`src/rtl/regfile_wb_buffer_pkg.sv`:
```
// Shared types for the register-file write-back buffer.
// Holds register geometry, the queued write-request layout and the FSM states.
package regfile_pkg;

    localparam int ADDR_W   = 5;
    localparam int DATA_W   = 32;
    localparam int NUM_REGS = 32;
    localparam logic [ADDR_W-1:0] ZERO_REG = 5'd0;

    typedef struct packed {
        logic [ADDR_W-1:0] addr;
        logic [DATA_W-1:0] data;
    } wr_req_t;

    typedef enum logic {
        RUN   = 1'b0,
        CLEAR = 1'b1
    } state_t;

endpackage

```
`src/rtl/regfile_wb_buffer_if.sv`:
```
// Pipeline-facing request bus, register-file write port, read snoop and status for the write-back buffer.
// master = pipeline/regfile side, slave = buffer side.
interface regfile_wb_buffer_if
    import regfile_pkg::*;
#(
    parameter int DEPTH = 4
);
    localparam int CNT_W = $clog2(DEPTH + 1);

    logic              ReqValid;
    logic              ReqReady;
    logic [ADDR_W-1:0] ReqRegister;
    logic [DATA_W-1:0] ReqData;
    logic              DrainEn;
    logic [ADDR_W-1:0] WriteRegister;
    logic [DATA_W-1:0] WriteData;
    logic              RegWrite;
    logic [ADDR_W-1:0] ReadRegister1;
    logic [ADDR_W-1:0] ReadRegister2;
    logic              FwdHit1;
    logic [DATA_W-1:0] FwdData1;
    logic              FwdHit2;
    logic [DATA_W-1:0] FwdData2;
    logic [CNT_W-1:0]  Count;
    logic              Busy;

    modport master (
        output ReqValid, ReqRegister, ReqData, DrainEn, ReadRegister1, ReadRegister2,
        input  ReqReady, WriteRegister, WriteData, RegWrite,
        input  FwdHit1, FwdData1, FwdHit2, FwdData2, Count, Busy
    );

    modport slave (
        input  ReqValid, ReqRegister, ReqData, DrainEn, ReadRegister1, ReadRegister2,
        output ReqReady, WriteRegister, WriteData, RegWrite,
        output FwdHit1, FwdData1, FwdHit2, FwdData2, Count, Busy
    );

endinterface

```
`src/rtl/regfile_wb_buffer_wb_fifo.sv`:
```
// Circular write-request queue; push lands in storage at the clock edge, head is visible combinationally.
// Caller guarantees no push when full and no pop when empty; all entries are exported for forwarding.
module wb_fifo
    import regfile_pkg::*;
#(
    parameter int DEPTH = 4,
    localparam int PTR_W = $clog2(DEPTH),
    localparam int CNT_W = $clog2(DEPTH + 1)
) (
    input  logic                clk_i,
    input  logic                rst_ni,
    input  logic                push_i,
    input  wr_req_t             push_dat_i,
    input  logic                pop_i,
    output wr_req_t             head_o,
    output logic [CNT_W-1:0]    count_o,
    output logic [PTR_W-1:0]    rd_ptr_o,
    output logic [DEPTH-1:0]    vld_o,
    output wr_req_t [DEPTH-1:0] mem_o
);

    wr_req_t [DEPTH-1:0] mem_q;
    logic [DEPTH-1:0]    vld_q, vld_d;
    logic [PTR_W-1:0]    wr_ptr_q, wr_ptr_d;
    logic [PTR_W-1:0]    rd_ptr_q, rd_ptr_d;
    logic [CNT_W-1:0]    count_q, count_d;

    always_comb begin
        vld_d    = vld_q;
        wr_ptr_d = wr_ptr_q;
        rd_ptr_d = rd_ptr_q;
        count_d  = count_q;
        if (pop_i) begin
            vld_d[rd_ptr_q] = 1'b0;
            rd_ptr_d        = rd_ptr_q + PTR_W'(1);
        end
        if (push_i) begin
            vld_d[wr_ptr_q] = 1'b1;
            wr_ptr_d        = wr_ptr_q + PTR_W'(1);
        end
        case ({push_i, pop_i})
            2'b10:   count_d = count_q + CNT_W'(1);
            2'b01:   count_d = count_q - CNT_W'(1);
            default: count_d = count_q;
        endcase
    end

    always_ff @(posedge clk_i or negedge rst_ni) begin
        if (!rst_ni) begin
            vld_q    <= '0;
            wr_ptr_q <= '0;
            rd_ptr_q <= '0;
            count_q  <= '0;
        end else begin
            vld_q    <= vld_d;
            wr_ptr_q <= wr_ptr_d;
            rd_ptr_q <= rd_ptr_d;
            count_q  <= count_d;
        end
    end

    // Payload needs no reset: every read of it is qualified by a valid bit.
    always_ff @(posedge clk_i) begin
        if (push_i) begin
            mem_q[wr_ptr_q] <= push_dat_i;
        end
    end

    assign head_o   = mem_q[rd_ptr_q];
    assign count_o  = count_q;
    assign rd_ptr_o = rd_ptr_q;
    assign vld_o    = vld_q;
    assign mem_o    = mem_q;

endmodule

```
`src/rtl/regfile_wb_buffer.sv`:
```
// Write-back buffer ahead of the 32x32 regfile; commit appears on RegWrite two edges after an accept into an empty queue.
// ReqReady drops when full or sweeping; DrainEn=0 freezes the drain; REGFILE_WB_CLEAR_EN adds a post-reset zeroing sweep.
module regfile_wb_buffer
    import regfile_pkg::*;
#(
    parameter int DEPTH = 4
) (
    input  logic               Clk,
    input  logic               Reset_n,
    regfile_wb_buffer_if.slave bus
);

    localparam int PTR_W = $clog2(DEPTH);
    localparam int CNT_W = $clog2(DEPTH + 1);

`ifdef REGFILE_WB_CLEAR_EN
    localparam state_t RST_STATE = CLEAR;
    logic [ADDR_W-1:0] sweep_q, sweep_d;
`else
    localparam state_t RST_STATE = RUN;
`endif

    wr_req_t             head;
    logic [CNT_W-1:0]    count;
    logic [PTR_W-1:0]    rd_ptr;
    logic [DEPTH-1:0]    vld;
    wr_req_t [DEPTH-1:0] mem;

    state_t            state_q, state_d;
    logic              regwrite_q, regwrite_d;
    logic [ADDR_W-1:0] wreg_q, wreg_d;
    logic [DATA_W-1:0] wdata_q, wdata_d;

    logic req_rdy, push, pop;

    assign req_rdy = (state_q == RUN) && (count < CNT_W'(DEPTH));
    // Writes to r0 complete the handshake but are never stored.
    assign push    = bus.ReqValid && req_rdy && (bus.ReqRegister != ZERO_REG);
    assign pop     = (state_q == RUN) && bus.DrainEn && (count != '0);

    wb_fifo #(
        .DEPTH (DEPTH)
    ) u_fifo (
        .clk_i      (Clk),
        .rst_ni     (Reset_n),
        .push_i     (push),
        .push_dat_i ('{addr: bus.ReqRegister, data: bus.ReqData}),
        .pop_i      (pop),
        .head_o     (head),
        .count_o    (count),
        .rd_ptr_o   (rd_ptr),
        .vld_o      (vld),
        .mem_o      (mem)
    );

    always_comb begin
        state_d    = state_q;
        regwrite_d = pop;
        wreg_d     = wreg_q;
        wdata_d    = wdata_q;
        if (pop) begin
            wreg_d  = head.addr;
            wdata_d = head.data;
        end
`ifdef REGFILE_WB_CLEAR_EN
        sweep_d = sweep_q;
        if (state_q == CLEAR) begin
            regwrite_d = 1'b1;
            wreg_d     = sweep_q;
            wdata_d    = '0;
            sweep_d    = sweep_q + ADDR_W'(1);
            if (sweep_q == ADDR_W'(NUM_REGS - 1)) begin
                state_d = RUN;
            end
        end
`endif
    end

    always_ff @(posedge Clk or negedge Reset_n) begin
        if (!Reset_n) begin
            state_q    <= RST_STATE;
            regwrite_q <= 1'b0;
            wreg_q     <= '0;
            wdata_q    <= '0;
`ifdef REGFILE_WB_CLEAR_EN
            sweep_q    <= ADDR_W'(1);
`endif
        end else begin
            state_q    <= state_d;
            regwrite_q <= regwrite_d;
            wreg_q     <= wreg_d;
            wdata_q    <= wdata_d;
`ifdef REGFILE_WB_CLEAR_EN
            sweep_q    <= sweep_d;
`endif
        end
    end

    // Queue slot holding the k-th oldest entry.
    logic [PTR_W-1:0] age_idx [DEPTH];
    for (genvar k = 0; k < DEPTH; k++) begin : g_age
        assign age_idx[k] = rd_ptr + PTR_W'(k);
    end

    logic [1:0][ADDR_W-1:0] rd_addr;
    logic [1:0]             fwd_hit;
    logic [1:0][DATA_W-1:0] fwd_dat;

    assign rd_addr[0] = bus.ReadRegister1;
    assign rd_addr[1] = bus.ReadRegister2;

    // Lowest priority first (output stage, then oldest to newest) so later matches override.
    always_comb begin
        fwd_hit = '0;
        fwd_dat = '0;
        for (int p = 0; p < 2; p++) begin
            if (regwrite_q && (wreg_q == rd_addr[p])) begin
                fwd_hit[p] = 1'b1;
                fwd_dat[p] = wdata_q;
            end
            for (int k = 0; k < DEPTH; k++) begin
                if (vld[age_idx[k]] && (mem[age_idx[k]].addr == rd_addr[p])) begin
                    fwd_hit[p] = 1'b1;
                    fwd_dat[p] = mem[age_idx[k]].data;
                end
            end
            if ((state_q != RUN) || (rd_addr[p] == ZERO_REG)) begin
                fwd_hit[p] = 1'b0;
                fwd_dat[p] = '0;
            end
        end
    end

    assign bus.ReqReady      = req_rdy;
    assign bus.WriteRegister = wreg_q;
    assign bus.WriteData     = wdata_q;
    assign bus.RegWrite      = regwrite_q;
    assign bus.FwdHit1       = fwd_hit[0];
    assign bus.FwdData1      = fwd_dat[0];
    assign bus.FwdHit2       = fwd_hit[1];
    assign bus.FwdData2      = fwd_dat[1];
    assign bus.Count         = count;
`ifdef REGFILE_WB_CLEAR_EN
    assign bus.Busy          = (state_q == CLEAR);
`else
    assign bus.Busy          = 1'b0;
`endif

endmodule

```
`src/flat_wrapper.sv`:
```
// flat-port wrapper written by rule: the top's interface ports become plain ports
module regfile_wb_buffer_flat import regfile_pkg::*;
#(
    parameter int DEPTH = 4
)
  (Clk, Reset_n, bus_ReqValid, bus_ReqRegister, bus_ReqData, bus_DrainEn, bus_ReadRegister1, bus_ReadRegister2, bus_ReqReady, bus_WriteRegister, bus_WriteData, bus_RegWrite, bus_FwdHit1, bus_FwdData1, bus_FwdHit2, bus_FwdData2, bus_Count, bus_Busy);
  regfile_wb_buffer_if #(.DEPTH(DEPTH)) bus_i ();
  input  logic Clk;
  input  logic Reset_n;
  input wire logic [$bits(bus_i.ReqValid)-1:0] bus_ReqValid;
  input wire logic [$bits(bus_i.ReqRegister)-1:0] bus_ReqRegister;
  input wire logic [$bits(bus_i.ReqData)-1:0] bus_ReqData;
  input wire logic [$bits(bus_i.DrainEn)-1:0] bus_DrainEn;
  input wire logic [$bits(bus_i.ReadRegister1)-1:0] bus_ReadRegister1;
  input wire logic [$bits(bus_i.ReadRegister2)-1:0] bus_ReadRegister2;
  output wire logic [$bits(bus_i.ReqReady)-1:0] bus_ReqReady;
  output wire logic [$bits(bus_i.WriteRegister)-1:0] bus_WriteRegister;
  output wire logic [$bits(bus_i.WriteData)-1:0] bus_WriteData;
  output wire logic [$bits(bus_i.RegWrite)-1:0] bus_RegWrite;
  output wire logic [$bits(bus_i.FwdHit1)-1:0] bus_FwdHit1;
  output wire logic [$bits(bus_i.FwdData1)-1:0] bus_FwdData1;
  output wire logic [$bits(bus_i.FwdHit2)-1:0] bus_FwdHit2;
  output wire logic [$bits(bus_i.FwdData2)-1:0] bus_FwdData2;
  output wire logic [$bits(bus_i.Count)-1:0] bus_Count;
  output wire logic [$bits(bus_i.Busy)-1:0] bus_Busy;
  assign bus_i.ReqValid = bus_ReqValid;
  assign bus_i.ReqRegister = bus_ReqRegister;
  assign bus_i.ReqData = bus_ReqData;
  assign bus_i.DrainEn = bus_DrainEn;
  assign bus_i.ReadRegister1 = bus_ReadRegister1;
  assign bus_i.ReadRegister2 = bus_ReadRegister2;
  assign bus_ReqReady = bus_i.ReqReady;
  assign bus_WriteRegister = bus_i.WriteRegister;
  assign bus_WriteData = bus_i.WriteData;
  assign bus_RegWrite = bus_i.RegWrite;
  assign bus_FwdHit1 = bus_i.FwdHit1;
  assign bus_FwdData1 = bus_i.FwdData1;
  assign bus_FwdHit2 = bus_i.FwdHit2;
  assign bus_FwdData2 = bus_i.FwdData2;
  assign bus_Count = bus_i.Count;
  assign bus_Busy = bus_i.Busy;
  regfile_wb_buffer #(.DEPTH(DEPTH)) u_core (.Clk(Clk), .Reset_n(Reset_n), .bus(bus_i));
endmodule
```
`config.mk`:
```
export PLATFORM = sky130hd
export DESIGN_NAME = regfile_wb_buffer_flat
export DESIGN_NICKNAME = d
export VERILOG_FILES = /design/src/rtl/regfile_wb_buffer_pkg.sv /design/src/rtl/regfile_wb_buffer_if.sv /design/src/rtl/regfile_wb_buffer_wb_fifo.sv /design/src/rtl/regfile_wb_buffer.sv /design/src/flat_wrapper.sv
export SDC_FILE = /design/constraint.sdc
export NUM_CORES = 1
export LEC_CHECK = 0
export BUFFER_PORTS_ARGS = -buffer_cell sky130_fd_sc_hd__buf_4
export CAP_MARGIN = 0
export CORE_MARGIN = 2
export CORE_UTILIZATION = 35
export CTS_BUF_LIST = sky130_fd_sc_hd__clkbuf_16
export DETAILED_ROUTE_END_ITERATION = 7
export GPL_TIMING_DRIVEN = 0
export PLACE_DENSITY = 0.53
export SKIP_LAST_GASP = 1
export SLEW_MARGIN = 20
export SYNTH_ARGS = -nofsm -noshare
export SYNTH_HDL_FRONTEND = slang
export SYNTH_SLANG_ARGS = --single-unit
export TNS_END_PERCENT = 10
```
`constraint.sdc`:
```
create_clock -name Clk -period 6.8 [get_ports Clk]
set_input_delay 1.02 -clock Clk [delete_from_list [all_inputs] [get_ports Clk]]
set_output_delay 1.02 -clock Clk [all_outputs]
set_load 0.03 [all_outputs]
```
; ---- Word-level counts from Yosys, hierarchy flattened
; Cells that the tools add are included.
[word_totals]
reg_bits = 197
latchBits = 0
ramBits = 0
rom_bits = 0
word_cells = 114
n_memories = 0
[classes]
n_addsub = 6
n_mul = 0
n_div = 0
order_cmp = 8
eq_ne = 12
n_shift = 0
muxes = 50
bitwise = 3
reduce_logical = 20
[op_table]
columns = operator, count
row1 = 32-bit two-way mux, 12
row2 = 37-bit binary-select mux with 2-bit select, 4
row3 = 37-bit two-way mux, 5
row4 = 148-bit bitwise mux, 1
row5 = 37-bit demux with 2-bit select, 1
row6 = 5-bit == test, 10
row7 = 1-bit two-way mux, 18
row8 = 1-bit logical AND, 15
row9 = 2-bit by 3-bit < comparator with 1-bit output (second input constant), 5
row10 = 5-bit zero test, 2
row11 = 1-bit binary-select mux with 2-bit select, 4
row12 = 4-bit two-way mux, 2
row13 = 3-bit one-hot mux with 2 select lines, 1
row14 = 5-bit nonzero test, 1
row15 = 2-bit by 1-bit adder with 2-bit output (second input constant), 2
row16 = 2-bit adder (second input constant), 2
row17 = 4-bit bitwise AND, 1
row18 = 1-bit demux with 2-bit select, 2
row19 = 2-bit by 1-bit greater-or-equal comparator with 1-bit output (second input constant), 2
row20 = 4-bit NOT, 1
row21 = 4-bit bitwise OR, 1
row22 = 3-bit by 1-bit adder with 3-bit output (second input constant), 1
row23 = 3-bit < comparator (second input constant), 1
row24 = 3-bit nonzero test, 1
row25 = 4 further kinds, 4

; ---- Depth between registers and ports, before layout
[logic_depth]
depth_word = 9
depth_mapped = 20

; ---- Hierarchy
; From an unflattened synthesis, not the netlist that was laid out.
[hier_totals]
cells_unflattened = 1353
area_unflattened_um2 = 14198.6
[by_module_without_submodules]
columns = module, instances, cells_per_inst, area_each_um2, seq_area_each_um2
row1 = regfile_wb_buffer, 1, 1111, 8291.7, 950.9
row2 = wb_fifo, 1, 242, 5906.9, 4719.5

; ---- Worst setup path before layout
; No wires, ideal clock.
[synth_timing]
path_kind = flip-flop to output port
from = register u_core.u_fifo.rd_ptr_q[0], in the netlist u_core.u_fifo.rd_ptr_o[0]
to = output port bus_FwdData2[19]
arrival_time_ns = 4.792
t_required_ns = 5.780
slack_ns = 0.988
stages_incl_launch_ff = 20
cell_sequence = dfrtp_1 buf_6 buf_8 buf_8 buf_4 buf_4 buf_2 buf_2 inv_1 ha_1 buf_4 buf_6 mux4_2 xnor2_1 nand2_1 or2_0 buf_2 clkbuf_1 o2111ai_1 nor4b_1
[synth_rtl]
columns = item, line
row1 = "start, declared", regfile_wb_buffer_wb_fifo.sv:25  ; logic [PTR_W-1:0] rd_ptr_q, rd_ptr_d;
row2 = "start signal, assigned", regfile_wb_buffer_wb_fifo.sv:57  ; rd_ptr_q <= rd_ptr_d;
row3 = "end, declared", flat_wrapper.sv:23  ; output wire logic [$bits(bus_i.FwdData2)-1:0] bus_FwdData2;

==> results.txt <==
* Total net switching power: 0.00386 W
- Sum of net half-perimeters after detailed placement: 36,000 µm
* Setup TNS: 0 ns
* Relative contribution of the clock network to total power: 13.3%
* Core area: 38,600 µm²
* Highest ir drop seen on vdd: 0.229 mV
- The most used flip-flop cell after synthesis is edfxtp_1.
- Power consumption: 0.00803 W
- # nets final: 1,286
- Sequential cells were found to cover 41.4% of the synthesized design area.
- Unrepaired setup endpoints after global routing: false
- Setup violations remaining at the end of the flow were counted as 0.
- Fraction of power spent switching nets: 48.1%
* Floorplan die width: 202 µm
* Clock tree from TritonCTS: yes
* Path category of the worst min-delay check: register to register
- Logic gate share of total power: 63.3%
- The share of total power dissipated in sequential elements is 23.5%.
- The die covers 40,800 µm².
* Internal power: 0.00417 W
- Number of buffers inserted by port buffering: 148
* Worst setup path category: register to output pin
- The analysis attributes to cell leakage a power of 5.93 nW.
- Fillers: 3,556
- After layout, the worst path uses 97.7% of the clock period.
- The first routing iteration left 1,393 violations.
- Endpoint type of the worst setup path: output pin
* Buffer type at the clock tree root: clkbuf_16
- The max-slew violation count is 0.
* Final weighted congestion in routability-driven placement: 0.887
- Headroom to the max-slew limit came out at 27.1%.
* Maximum count of clock buffers along a single path: 2
- 160 I/O pins were placed.
- Minimum setup slack after placement: -0.163 ns
- Count of different cell masters after synthesis: 60
- Yosys reg bits: 197
- Synthesis Warnings: 0
- The final-report hold violation count is 0.
* # clock sinks: 197
- Once routing completed, OpenROAD measured the worst setup slack at 0.153 ns.
* Total GRT Usage: 25.1%
* Number of H-tree branching levels: 4
* Detail-routed net length per standard cell: 29.1 µm
- Total wire length: 51,000 µm
- Die Span Y: 202 µm
- Number of flops mapped to enable cells by yosys: 148
* Power Density: 495 nW/µm²
- FMAX: 150 MHz
- The cell area that synthesis handed to floorplanning was 13,700 µm².
- For this run, design rule violations remaining after detail routing come to 0.
* Minimum clock period after layout: 6.65 ns
* Critical-path maximum fanout: 10
- Data required time at the worst endpoint: 5.78 ns
- The first global-routing pass estimated 74,700 µm of wire.
* Gr ovfl total: 0
* Design Area, Final: 16,200 µm²
- Fraction of final layout cells with drive strength greater than 1: 34.7%
* Arrival time at the worst endpoint: 5.63 ns
- Post-CTS Hold Fix Bufs: 0
- Each instance of the synthesized netlist takes up on average 13.0 µm².
- Worst clock skew: 0.0133 ns
- Most common library cell in the layout ignoring fill and taps: buf_4
* Slew at the pin closest to its max-slew limit: 1.09 ns
- Via density per instance: 6.41
- The area growth from synthesis to layout is 18.3%.
- TritonCTS buffer count: 17
- The clock reaches the later pin of the worst-skew pair after 0.47 ns.
* Detailed-router iteration count before antenna repair: 7
- Once detail routing completed, the nets flagged for antenna violations numbered 0.
* Share of flip-flops with an asynchronous set or reset after synthesis: 24.9%
- Synthesis produced a netlist with a net count of 1,118.
- Most frequent cells in the layout: buf_4 (158), edfxtp_1 (148), mux4_2 (142)
* Outcome: complete, no violations
- Vias in the first global route: 10,800
* Largest net degree at the start of global routing: 50
- Area of placed instances: 15,500 µm²
* Post-CTS clock slew at the launch and capture registers of the worst setup and hold paths: 0.08 ns
- The number of antenna violations at the first check in global routing came to 0.
* Vias: 11,300
- The number of antenna diodes in the final layout is 0.
- For this configuration, the core starts out at a cell density of 35.5%.
- Synthesis handed over a netlist of 1,057 instances.
- Count of max-cap constraint violations: 0
- The worst setup path is launched from a register.
- Site row count: 72
==> cells by family after synthesis <==
| family | after synthesis | synth area share [%] |
|---|---|---|
| AO/OA/AOI/OAI | 257 | 15.8 |
| XOR/XNOR | 55 | 3.57 |
| adder cells (fa/ha/maj) | 10 | 0.967 |
| buffers and inverters | 136 | 5.02 |
| flip-flops | 197 | 41.4 |
| multiplexers | 157 | 25.1 |
| other | 1 | 0.0274 |
| AND/OR/NAND/NOR | 244 | 8.12 |
==> layer usage <==
| metal | track usage, % | vias to the layer above | share of wire, % |
|---|---|---|---|
| met5 | 0 | - | 0 |
| met4 | 8.59 | 0 | 2.7 |
| met3 | 4.18 | 96 | 8.4 |
| met2 | 39.6 | 725 | 47 |
| met1 | 35.1 | 5757 | 42 |
| li1 | - | 4682 | - |
==> what timing repair did <==
item | in CTS | in global routing
hold endpoints to repair | 0 | 0
buffers inserted | 1 | 0
setup endpoints to repair | 65 | 65
gates cloned | 0 | 0
resized for setup | 24 | 4
pin swaps | 1 | 0
==> worst max-delay path, stage by stage (launching register included) <==
cell      delay, ns
dfrtp_1        0.50
buf_2          0.32
buf_1          0.69
inv_1          0.39
ha_1           0.39
buf_4          0.18
buf_6          0.19
mux4_2         0.56
xnor2_1        0.17
nand4_1        0.24
nor2_4         0.32
clkbuf_2       0.36
a221oi_1       0.11
o31ai_2        0.47
buf_4          0.25
==> metrics by stage <==
stage | util, % | std cells | hold WS, ns
2_1_floorplan | - | 1057 | 0.495
3_3_place_gp | 40.0 | 1723 | 0.521
3_5_place_dp | 40.2 | 1725 | 0.523
4_1_cts | 42.0 | 1757 | 0.537
5_1_grt | 42.0 | 1756 | 0.567
6_report | 42.0 | 1756 | 0.534
==> sequential cells by signal (all words and copies together), names as in the netlist <==
signal,flops
u_core.u_fifo.wr_ptr_q,2
u_core.u_fifo.mem_o,148
u_core.u_fifo.vld_o,4
u_core.u_fifo.count_o,3
u_core.u_fifo.rd_ptr_o,2
u_core.bus.RegWrite,1
u_core.bus.WriteData,32
u_core.bus.WriteRegister,5
==> power groups by stage <==
stage / clock, W / combinational [W] / sequential, W
after floorplan: 0 / 0.00321 / 0.00201
after global placement: 0 / 0.00496 / 0.00190
after detailed placement: 0 / 0.00499 / 0.00190
after CTS: 0.00108 / 0.00504 / 0.00188
after global routing: 0.00113 / 0.00534 / 0.00191
final: 0.00107 / 0.00508 / 0.00188
==> area by class of cell <==
cell class	count	area, µm²	area share [%]
inverter	10	37.5	0.231
clock buffer	17	425	2.62
sequential	197	5670	35.0
timing repair buffer	151	1160	7.14
clock inverter	15	181	1.12
buffer	124	672	4.14
multi-input combinational	724	7430	45.8
tap	518	648	4.00
==> worst paths after layout <==
check	endpoint	cells after the start	from	slack [ns]
worst max-delay path	bus_FwdData1[19]	14	u_core.u_fifo.rd_ptr_o[1]$_DFFE_PN0N_	0.15
worst min-delay path	u_core.u_fifo.count_o[0]$_DFFE_PN0P_	1	u_core.u_fifo.count_o[0]$_DFFE_PN0P_	0.53
worst max register to register	u_core.u_fifo.rd_ptr_o[1]$_DFFE_PN0N_	10	u_core.u_fifo.rd_ptr_o[1]$_DFFE_PN0N_	2.69
worst min register to register	u_core.u_fifo.count_o[0]$_DFFE_PN0P_	1	u_core.u_fifo.count_o[0]$_DFFE_PN0P_	0.53
max in group asynchronous	u_core.bus.WriteData[3]$_DFFE_PN0N_	1	Reset_n	5.67
min in group asynchronous	u_core.u_fifo.wr_ptr_q[0]$_DFFE_PN0P_	1	Reset_n	0.62
==> cell usage after synthesis (9+ instances only) <==
cell | instances | share of area, %
inv_1 | 9 | 0.25
dfrtp_1 | 49 | 8.9
a32oi_1 | 32 | 2.0
o31ai_1 | 55 | 3.0
a211oi_2 | 19 | 1.7
clkbuf_1 | 64 | 1.8
a22oi_1 | 9 | 0.49
nor3_1 | 14 | 0.51
o41ai_1 | 23 | 1.5
buf_4 | 9 | 0.49
a21oi_1 | 26 | 0.95
edfxtp_1 | 148 | 32
buf_1 | 9 | 0.25
xor2_1 | 18 | 1.1
buf_2 | 31 | 1.1
xnor2_1 | 36 | 2.3
buf_6 | 9 | 0.74
o2111ai_1 | 9 | 0.57
nor2_1 | 40 | 1.1
or3_1 | 32 | 1.5
nand2_1 | 124 | 3.4
mux2i_1 | 9 | 0.66
o211a_1 | 22 | 1.6
ha_1 | 9 | 0.82
mux4_2 | 142 | 23
a221oi_1 | 32 | 2.0
(Power assumes the default switching activity.)
